**src/rtl/ring_output_arbiter_if.sv**
```systemverilog
// Request/grant bundle between the router input stages and the ring output
// arbiter. The master side owns the phase, buffer status and requests; the
// slave side (the arbiter) returns the one-hot grant and status.
interface ring_output_arbiter_if #(
    parameter int N_REQ = 4,
    parameter int CNT_W = 8
);
    localparam int IDX_W = (N_REQ > 1) ? $clog2(N_REQ) : 1;

    logic              polarity;
    logic              buf_free;
    logic [N_REQ-1:0]  req;
    logic [N_REQ-1:0]  grant;
    logic              grant_valid;
    logic [IDX_W-1:0]  grant_idx;
    logic [N_REQ-1:0]  starved;
    logic [CNT_W-1:0]  grant_count;

    modport master (
        output polarity,
        output buf_free,
        output req,
        input  grant,
        input  grant_valid,
        input  grant_idx,
        input  starved,
        input  grant_count
    );

    modport slave (
        input  polarity,
        input  buf_free,
        input  req,
        output grant,
        output grant_valid,
        output grant_idx,
        output starved,
        output grant_count
    );
endinterface

```
**src/rtl/ring_output_arbiter.sv**
```systemverilog
// Round-robin arbiter for one ring output-channel slot. Separate pointers for
// the even and odd buffer phases keep each phase fair on its own; per-requester
// wait counters escalate a requester once it has waited STARVE_LIMIT cycles.
// The grant is combinational so the ack reaches the requester in-cycle.
module ring_output_arbiter #(
    parameter int N_REQ        = 4,
    parameter int STARVE_LIMIT = 8,
    parameter int CNT_W        = 8
) (
    input  logic                  clk,
    input  logic                  reset,
    ring_output_arbiter_if.slave  bus
);
    localparam int IDX_W = (N_REQ > 1) ? $clog2(N_REQ) : 1;
    localparam logic [CNT_W-1:0] LIMIT   = CNT_W'(STARVE_LIMIT);
    localparam logic [CNT_W-1:0] CNT_MAX = '1;

    // Counter increment that sticks at lim once reached.
    function automatic logic [CNT_W-1:0] sat_inc(input logic [CNT_W-1:0] v,
                                                 input logic [CNT_W-1:0] lim);
        if (v >= lim) begin
            return lim;
        end
        return v + CNT_W'(1);
    endfunction

    // Pointer advance past the winner, wrapping the last requester to 0.
    function automatic logic [IDX_W-1:0] next_ptr(input logic [IDX_W-1:0] idx);
        if (int'(idx) >= N_REQ - 1) begin
            return '0;
        end
        return idx + IDX_W'(1);
    endfunction

    logic [IDX_W-1:0] ptr_even_q, ptr_even_d;
    logic [IDX_W-1:0] ptr_odd_q,  ptr_odd_d;
    logic [CNT_W-1:0] wait_q [N_REQ];
    logic [CNT_W-1:0] wait_d [N_REQ];
    logic [CNT_W-1:0] count_q, count_d;

    logic [N_REQ-1:0] starved_raw;
    logic [N_REQ-1:0] escalate;
    logic [N_REQ-1:0] grant_w;
    logic [IDX_W-1:0] grant_idx_w;
    logic [IDX_W-1:0] active_ptr;
    logic             found;

    // Starvation flags come straight from the registered wait counters.
    always_comb begin
        starved_raw = '0;
        for (int i = 0; i < N_REQ; i++) begin
            starved_raw[i] = (wait_q[i] == LIMIT);
        end
        escalate = starved_raw & bus.req;
    end

    // Winner selection: lowest escalated requester first, else round robin
    // from the pointer of the phase being written this cycle.
    always_comb begin
        grant_w     = '0;
        grant_idx_w = '0;
        found       = 1'b0;
        active_ptr  = bus.polarity ? ptr_odd_q : ptr_even_q;
        if (!reset && bus.buf_free) begin
            if (|escalate) begin
                for (int i = N_REQ - 1; i >= 0; i--) begin
                    if (escalate[IDX_W'(i)]) begin
                        grant_idx_w = IDX_W'(i);
                        found       = 1'b1;
                    end
                end
            end else begin
                for (int k = 0; k < N_REQ; k++) begin
                    if (!found && bus.req[IDX_W'((int'(active_ptr) + k) % N_REQ)]) begin
                        grant_idx_w = IDX_W'((int'(active_ptr) + k) % N_REQ);
                        found       = 1'b1;
                    end
                end
            end
        end
        if (found) begin
            grant_w = N_REQ'(1) << grant_idx_w;
        end
    end

    assign bus.grant       = grant_w;
    assign bus.grant_valid = found;
    assign bus.grant_idx   = grant_idx_w;
    assign bus.starved     = reset ? '0 : starved_raw;
    assign bus.grant_count = count_q;

    // Next-state: only the active phase pointer moves on a grant; wait
    // counters clear on grant or withdrawal and otherwise keep counting,
    // including while the buffer is full.
    always_comb begin
        ptr_even_d = ptr_even_q;
        ptr_odd_d  = ptr_odd_q;
        count_d    = count_q;
        for (int i = 0; i < N_REQ; i++) begin
            wait_d[i] = wait_q[i];
        end
        if (found) begin
            if (bus.polarity) begin
                ptr_odd_d = next_ptr(grant_idx_w);
            end else begin
                ptr_even_d = next_ptr(grant_idx_w);
            end
            count_d = sat_inc(count_q, CNT_MAX);
        end
        for (int i = 0; i < N_REQ; i++) begin
            if (grant_w[i] || !bus.req[i]) begin
                wait_d[i] = '0;
            end else begin
                wait_d[i] = sat_inc(wait_q[i], LIMIT);
            end
        end
    end

    // State registers with synchronous reset; reset suppresses any update.
    always_ff @(posedge clk) begin
        if (reset) begin
            ptr_even_q <= '0;
            ptr_odd_q  <= '0;
            count_q    <= '0;
            for (int i = 0; i < N_REQ; i++) begin
                wait_q[i] <= '0;
            end
        end else begin
            ptr_even_q <= ptr_even_d;
            ptr_odd_q  <= ptr_odd_d;
            count_q    <= count_d;
            for (int i = 0; i < N_REQ; i++) begin
                wait_q[i] <= wait_d[i];
            end
        end
    end
endmodule

```
**src/flat_wrapper.sv**
```systemverilog
// flat-port wrapper written by rule: the top's interface ports become plain ports
module ring_output_arbiter_flat 
#(
    parameter int N_REQ        = 4,
    parameter int STARVE_LIMIT = 8,
    parameter int CNT_W        = 8
)
  (clk, reset, bus_polarity, bus_buf_free, bus_req, bus_grant, bus_grant_valid, bus_grant_idx, bus_starved, bus_grant_count);
  ring_output_arbiter_if #(.N_REQ(N_REQ), .CNT_W(CNT_W)) bus_i ();
  input  logic clk;
  input  logic reset;
  input wire logic [$bits(bus_i.polarity)-1:0] bus_polarity;
  input wire logic [$bits(bus_i.buf_free)-1:0] bus_buf_free;
  input wire logic [$bits(bus_i.req)-1:0] bus_req;
  output wire logic [$bits(bus_i.grant)-1:0] bus_grant;
  output wire logic [$bits(bus_i.grant_valid)-1:0] bus_grant_valid;
  output wire logic [$bits(bus_i.grant_idx)-1:0] bus_grant_idx;
  output wire logic [$bits(bus_i.starved)-1:0] bus_starved;
  output wire logic [$bits(bus_i.grant_count)-1:0] bus_grant_count;
  assign bus_i.polarity = bus_polarity;
  assign bus_i.buf_free = bus_buf_free;
  assign bus_i.req = bus_req;
  assign bus_grant = bus_i.grant;
  assign bus_grant_valid = bus_i.grant_valid;
  assign bus_grant_idx = bus_i.grant_idx;
  assign bus_starved = bus_i.starved;
  assign bus_grant_count = bus_i.grant_count;
  ring_output_arbiter #(.N_REQ(N_REQ), .STARVE_LIMIT(STARVE_LIMIT), .CNT_W(CNT_W)) u_core (.clk(clk), .reset(reset), .bus(bus_i));
endmodule
```
**config.mk**
```make
export PLATFORM = sky130hd
export DESIGN_NAME = ring_output_arbiter_flat
export DESIGN_NICKNAME = d
export VERILOG_FILES = /design/src/rtl/ring_output_arbiter_if.sv /design/src/rtl/ring_output_arbiter.sv /design/src/flat_wrapper.sv
export SDC_FILE = /design/constraint.sdc
export NUM_CORES = 1
export LEC_CHECK = 0
export CAP_MARGIN = 20
export CORE_AREA = 2 2 64 112
export DETAILED_ROUTE_END_ITERATION = 16
export DIE_AREA = 0 0 66 114
export SLEW_MARGIN = 20
export SYNTH_ARGS = -nofsm -noshare
export SYNTH_HDL_FRONTEND = slang
export SYNTH_SLANG_ARGS = --single-unit
```
**constraint.sdc**
```tcl
create_clock -name clk -period 3.15 [get_ports clk]
set_input_delay 0.4725 -clock clk [delete_from_list [all_inputs] [get_ports clk]]
set_output_delay 0.4725 -clock clk [all_outputs]
set_load 0.05 [all_outputs]
```
==> results.txt, run 1 <==
IO Count: 27
Sequential Power Share: 42.9%
routed wire length: 4290 microns
post-layout min period: 3.07 ns
startpoint types: register
metal3 WL: 202 microns
post-detail-place hpwl: 3350 microns
status: completed
Syn-to-layout area delta: 39.3%
top cell family by delay on the critical path: simple AND/OR/NAND/NOR gates
Die Span X: 66 microns
leakage: 0.00113 uW
DRC viols: 0
1st-iter DRT viols: 44
top_reg_cell synth: dfxtp_1
#FFs+latches synth: 44
synth unique cells: 43
Met1 Routed Length: 1680 microns
clock buffer depth: 2
clock share of power: 47.2%
Synthesis Warnings: 0
average wire per standard cell: 12.2 microns
hold crit path type: reg2reg
Post-Synthesis Cells: 210
CTS root buf: clkbuf_16
critical path peak fanout: 3
Critical-path top delay cell: or4_4
Fin Hold WS: 0.466 ns
Async SR Flop Fraction: 0%
sw power: 283 uW
DR vias: 1635
DRT Pass-1 Iters: 4
layout cells sized above 1: 18.3%
pre-CTS setup slack: -0.289 ns
final setup fails: 0
internal power: 1080 uW
part of the power in combinational logic: 9.8%
highest routed layer: met4
Worst Skew: 0.00196 ns
Hold Buf Count CTS: 0
WP buf/inv: 2
CP dominant cell by count: or4_4
DIE HEIGHT: 114 microns
Die ar.: 7520 sq um
final worst slack: 0.0770 ns
critical path class: reg2out
first-pass GRT wire length: 7090 microns
Switching Share: 20.7%
core area: 6710 sq um
Crit. End Element: primary output
worst vdd ir: 0.295 mV
number of synthesized flops with an enable pin: 0
final net count: 289
mean area per synthesized cell: 9.29 sq um
Global Route Usage Sum: 12.6%
Worst path max stage delay: 0.54 ns
grt ovf: 0
Final Wtd Congestion: 0.832
port buffer count: 26
largest net degree at the start of global routing: 16
clk sink count: 44
Vias/cell: 4.64
DRT antenna net count: 0
DR WL met2: 2260 microns
vias in the first global route: 1601
power per cell area: 502 nW/um^2
crit path cell chain: or4_4 > or4_4 > and3_4 > o31ai_2 > buf_4 > nor4_4 > ha_2 > and2_2 > buf_12
Tcrit/Tclk final: 97.6%
CTS clock-pin slew for the worst setup and hold paths: 0.06 ns
CTS H-tree depth: 2
Worst EP required: 2.68 ns
CP arrival: 2.60 ns
Core Rows: 40
Max Cap Viol: 0
CTS buffer count: 5
maximum clock frequency: 325 MHz
initial antenna violation count: 0
n_diodes: 0
Post-Route Setup TNS: 0 ns
clk_lat worst skew: 0.28 ns
CTS tree: yes
Final Max Tran Viols: 0
Hold Vio Cnt, Final: 0
Seq/Total Area, Yosys: 45.2%
most frequent cells in the layout: dfxtp_1, nor2_1, buf_4
initial cell density of the core: 29.1%
commonest non-fill, non-tap cell in the layout: dfxtp_1
post-synthesis cell area: 1950 sq um
## power by group through the flow
stage,Clock [uW],Sequential (uW),Combinational (uW)
6_report,644,586,134
5_1_grt,687,588,144
4_1_cts,663,586,133
3_5_place_dp,0,599,133
3_3_place_gp,0,598,132
2_1_floorplan,0,605,68.1
## registers in the layout, summed over array words and instances (netlist names)
| signal | count |
|---|---|
| u_core.ptr_odd_q | 2 |
| u_core.wait_q | 32 |
| u_core.bus.grant_count | 8 |
| u_core.ptr_even_q | 2 |
## stage by stage
stage | instance area, sq um | total power, uW | cells | utilization (%)
2_1_floorplan | 2020 | 673 | 225 | -
3_3_place_gp | 2510 | 730 | 345 | 37.5
3_5_place_dp | 2510 | 731 | 345 | 37.5
4_1_cts | 2700 | 1380 | 352 | 40.2
5_1_grt | 2720 | 1420 | 352 | 40.5
6_report | 2720 | 1370 | 352 | 40.5
## logic make-up after synthesis
logic type / Yosys count / synth area share [%]
DFF: 44 / 45.2
and+or+nand+nor: 90 / 25.0
other: 1 / 0.192
adders and majority gates: 13 / 8.34
muxes: 6 / 3.78
AOI/OAI and AO/OA: 32 / 11.6
buffers and inverters: 20 / 4.17
xor gates and xnor gates: 4 / 1.80
## final cells by class
cell class / instances / area [sq um]
repair buffers: 41 / 407
well taps: 84 / 105
flip-flops and latches: 44 / 881
multi-input cells: 161 / 1080
inverters: 15 / 56.3
clock inverters: 2 / 60.1
clock buffers: 5 / 125
fillers: 659 / 3990
## cell usage after synthesis, drive strengths merged (2+ instances only)
cell type | number | area share, %
dfxtp | 44 | 45
buf | 3 | 0.90
xnor2 | 4 | 1.8
and3 | 9 | 3.1
a21oi | 7 | 1.8
nor3 | 3 | 0.77
a21boi | 3 | 1.2
nand3 | 10 | 2.6
nand4 | 5 | 1.6
mux2i | 5 | 3.2
nor4 | 7 | 2.9
nor2 | 26 | 5.0
a31oi | 2 | 0.64
inv | 15 | 2.9
ha | 13 | 8.3
nand2 | 12 | 2.3
and2 | 7 | 2.4
o31ai | 2 | 1.0
clkbuf | 2 | 0.39
o211ai | 2 | 0.77
or4 | 4 | 1.9
a311oi | 2 | 0.90
o21ai | 3 | 0.77
a211oi | 6 | 2.3
nor2b | 4 | 1.3
## worst paths after layout
| kind | startpoint | to | slack, ns | cells after the start |
|---|---|---|---|---|
| worst max-delay path | u_core.wait_q[1][7]$_SDFF_PP0_ | bus_grant[3] | 0.08 | 9 |
| worst min-delay path | u_core.wait_q[0][0]$_SDFF_PP0_ | u_core.wait_q[0][0]$_SDFF_PP0_ | 0.47 | 1 |
| worst max register to register | u_core.wait_q[1][7]$_SDFF_PP0_ | u_core.wait_q[2][3]$_SDFF_PP0_ | 0.46 | 9 |
| worst min register to register | u_core.wait_q[0][0]$_SDFF_PP0_ | u_core.wait_q[0][0]$_SDFF_PP0_ | 0.47 | 1 |
## per-layer routing
layer	track usage, %	up-vias
met5	0	-
met2	22.4	39
met4	8.16	0
met1	13.1	753
li1	-	835
met3	2.56	8
## what timing repair did
item | 4_1_cts | 5_1_grt
gates resized for setup | 3 | 7
setup buffers | 0 | 0
pin swaps | 0 | 1
setup endpoints to repair | 4 | 4
Note: power is estimated with default switching activity, not from simulation.
==> run 2: changes to the inputs <==
--- a/config.mk
+++ b/config.mk
@@ -6,9 +6,9 @@
 export NUM_CORES = 1
 export LEC_CHECK = 0
 export CAP_MARGIN = 20
-export CORE_AREA = 2 2 64 112
+export CORE_AREA = 4 4 66 114
 export DETAILED_ROUTE_END_ITERATION = 16
-export DIE_AREA = 0 0 66 114
+export DIE_AREA = 0 0 70 118
 export SLEW_MARGIN = 20
 export SYNTH_ARGS = -nofsm -noshare
 export SYNTH_HDL_FRONTEND = slang
==> results.txt, run 2 (synthesized netlist as in run 1, its figures left out) <==
Post-Route Setup TNS: 0 ns
Hold Buf Count CTS: 0
n_diodes: 0
Biggest register: u_core.wait_q
final setup fails: 0
DIE HEIGHT: 118 microns
Core Rows: 39
maximum clock frequency: 325 MHz
Filler cells: 668
Worst slew margin: 65.0%
Hold Vio Cnt, Final: 0
worst vdd ir: 0.217 mV
first-pass GRT wire length: 7210 microns
status: completed
Setup Buffers After CTS: 0
core area: 6540 sq um
CTS root buf: clkbuf_16
power per cell area: 462 nW/um^2
post-detail-place hpwl: 3410 microns
Final Instance Area: 2700 sq um
Power Total: 1250 uW
Critical-path top delay cell: or4_1
clk_lat worst skew: 0.28 ns
CTS clock-pin slew for the worst setup and hold paths: 0.06 ns
startpoint types: input pin
Post-Place Cell Area: 2530 sq um
DR vias: 1631
Final Wtd Congestion: 0.785
Tcrit/Tclk final: 97.8%
Final Max Tran Viols: 0
critical path class: in2out
DRT antenna net count: 0
DRC viols: 0
flop-to-flop setup slack: 0.49 ns
clock buffer depth: 2
vias in the first global route: 1588
Syn-to-layout area delta: 38.5%
post-layout min period: 3.08 ns
1st-iter DRT viols: 47
CP dominant cell by count: buf_4
CTS H-tree depth: 2
hold crit path type: reg2reg
port buffer count: 26
Max Cap Viol: 0
Global Route Usage Sum: 10.9%
layout cells sized above 1: 19.5%
crit path cell chain: clkdlybuf4s50_1 > buf_4 > nor2_1 > o21ai_0 > o211a_1 > or4_1 > ha_1 > and2_1 > buf_4
grt ovf: 0
Largest register FFs: 32
worst slew pin tran: 0.520 ns
CTS buffer count: 5
Worst Skew: 0.00477 ns
CP arrival: 2.61 ns
DRT Pass-1 Iters: 6
Die ar.: 8260 sq um
routed wire length: 4330 microns
initial antenna violation count: 0
Die Span X: 70 microns
initial cell density of the core: 29.8%
final net count: 292
Worst EP required: 2.68 ns
average wire per standard cell: 12.2 microns
Crit. End Element: primary output
commonest non-fill, non-tap cell in the layout: dfxtp_1
critical path peak fanout: 4
clk sink count: 44
most frequent cells in the layout: dfxtp_1, nor2_1, buf_4
RSZ-0062 raised after global routing: false
Worst path max stage delay: 0.53 ns
CTS tree: yes
IO Count: 27
leakage: 0.00111 uW
largest net degree at the start of global routing: 16
Vias/cell: 4.61
run 2: changes by cell type in the layout (fill, tap and decap cells not counted):
cell,delta
buf_4,+3
bufinv_16,-2
clkbuf_8,+1
clkdlybuf4s50_1,+1
clkinvlp_4,+2
dlymetal6s2s_1,-1
ha_1,-1
ha_2,+1
nor3_1,+1
nor3_2,-1
run 2: power breakdown:
part           internal (uW)  leakage, uW  switching (uW)
combinational           60.4     0.000679            76.5
clock                    315    0.0000691             209
sequential               576     0.000362            10.4
total                    951      0.00111             296
run 2: critical path: cells and delay by family:
kind                     cells  cell delay, ns
AO/OA/AOI/OAI                2            0.25
buffers and inverters        3            0.79
adder cells (fa/ha/maj)      1            0.23
AND/OR/NAND/NOR              3            0.86
run 2: per-stage QoR:
stage	cells	hold slack (ns)	setup slack (ns)	utilization, %
after CTS	354	0.464	-0.0000235	41.1
after detailed placement	346	0.450	-0.261	38.7
after global routing	354	0.487	0.00577	41.3
after global placement	346	0.450	-0.247	38.7
after floorplan	225	0.430	-0.0640	-
final	354	0.459	0.0695	41.3
run 2: cell type report:
| cell class | count | area (sq um) | area share, % |
|---|---|---|---|
| Clock buffer | 6 | 139 | 5.14 |
| Clock inverter | 2 | 15.0 | 0.556 |
| Inverter | 15 | 56.3 | 2.08 |
| Multi-Input combinational cell | 161 | 1080 | 40.0 |
| Sequential cell | 44 | 881 | 32.6 |
| Tap cell | 82 | 103 | 3.80 |
| Timing Repair Buffer | 44 | 427 | 15.8 |
run 2: path summary, 6_finish.rpt:
kind	to	from	depth (start not counted)
worst max-delay path	bus_grant[1]	bus_req[0]	9
worst min-delay path	u_core.wait_q[0][0]$_SDFF_PP0_	u_core.wait_q[0][0]$_SDFF_PP0_	1
worst max register to register	u_core.wait_q[0][2]$_SDFF_PP0_	u_core.wait_q[1][7]$_SDFF_PP0_	9
worst min register to register	u_core.wait_q[0][0]$_SDFF_PP0_	u_core.wait_q[0][0]$_SDFF_PP0_	1
run 2: what timing repair did:
action	4_1_cts	5_1_grt
pin swaps	0	1
setup endpoints to repair	4	4
endpoints found under the hold margin	0	0
gates resized for setup	3	6
run 2: per-layer routing:
| metal | wire, microns | global-route usage [%] |
|---|---|---|
| met5 | 0 | 0 |
| met4 | 73 | 5.76 |
| met3 | 184 | 2.48 |
| met2 | 2320 | 19.1 |
| met1 | 1760 | 12.0 |
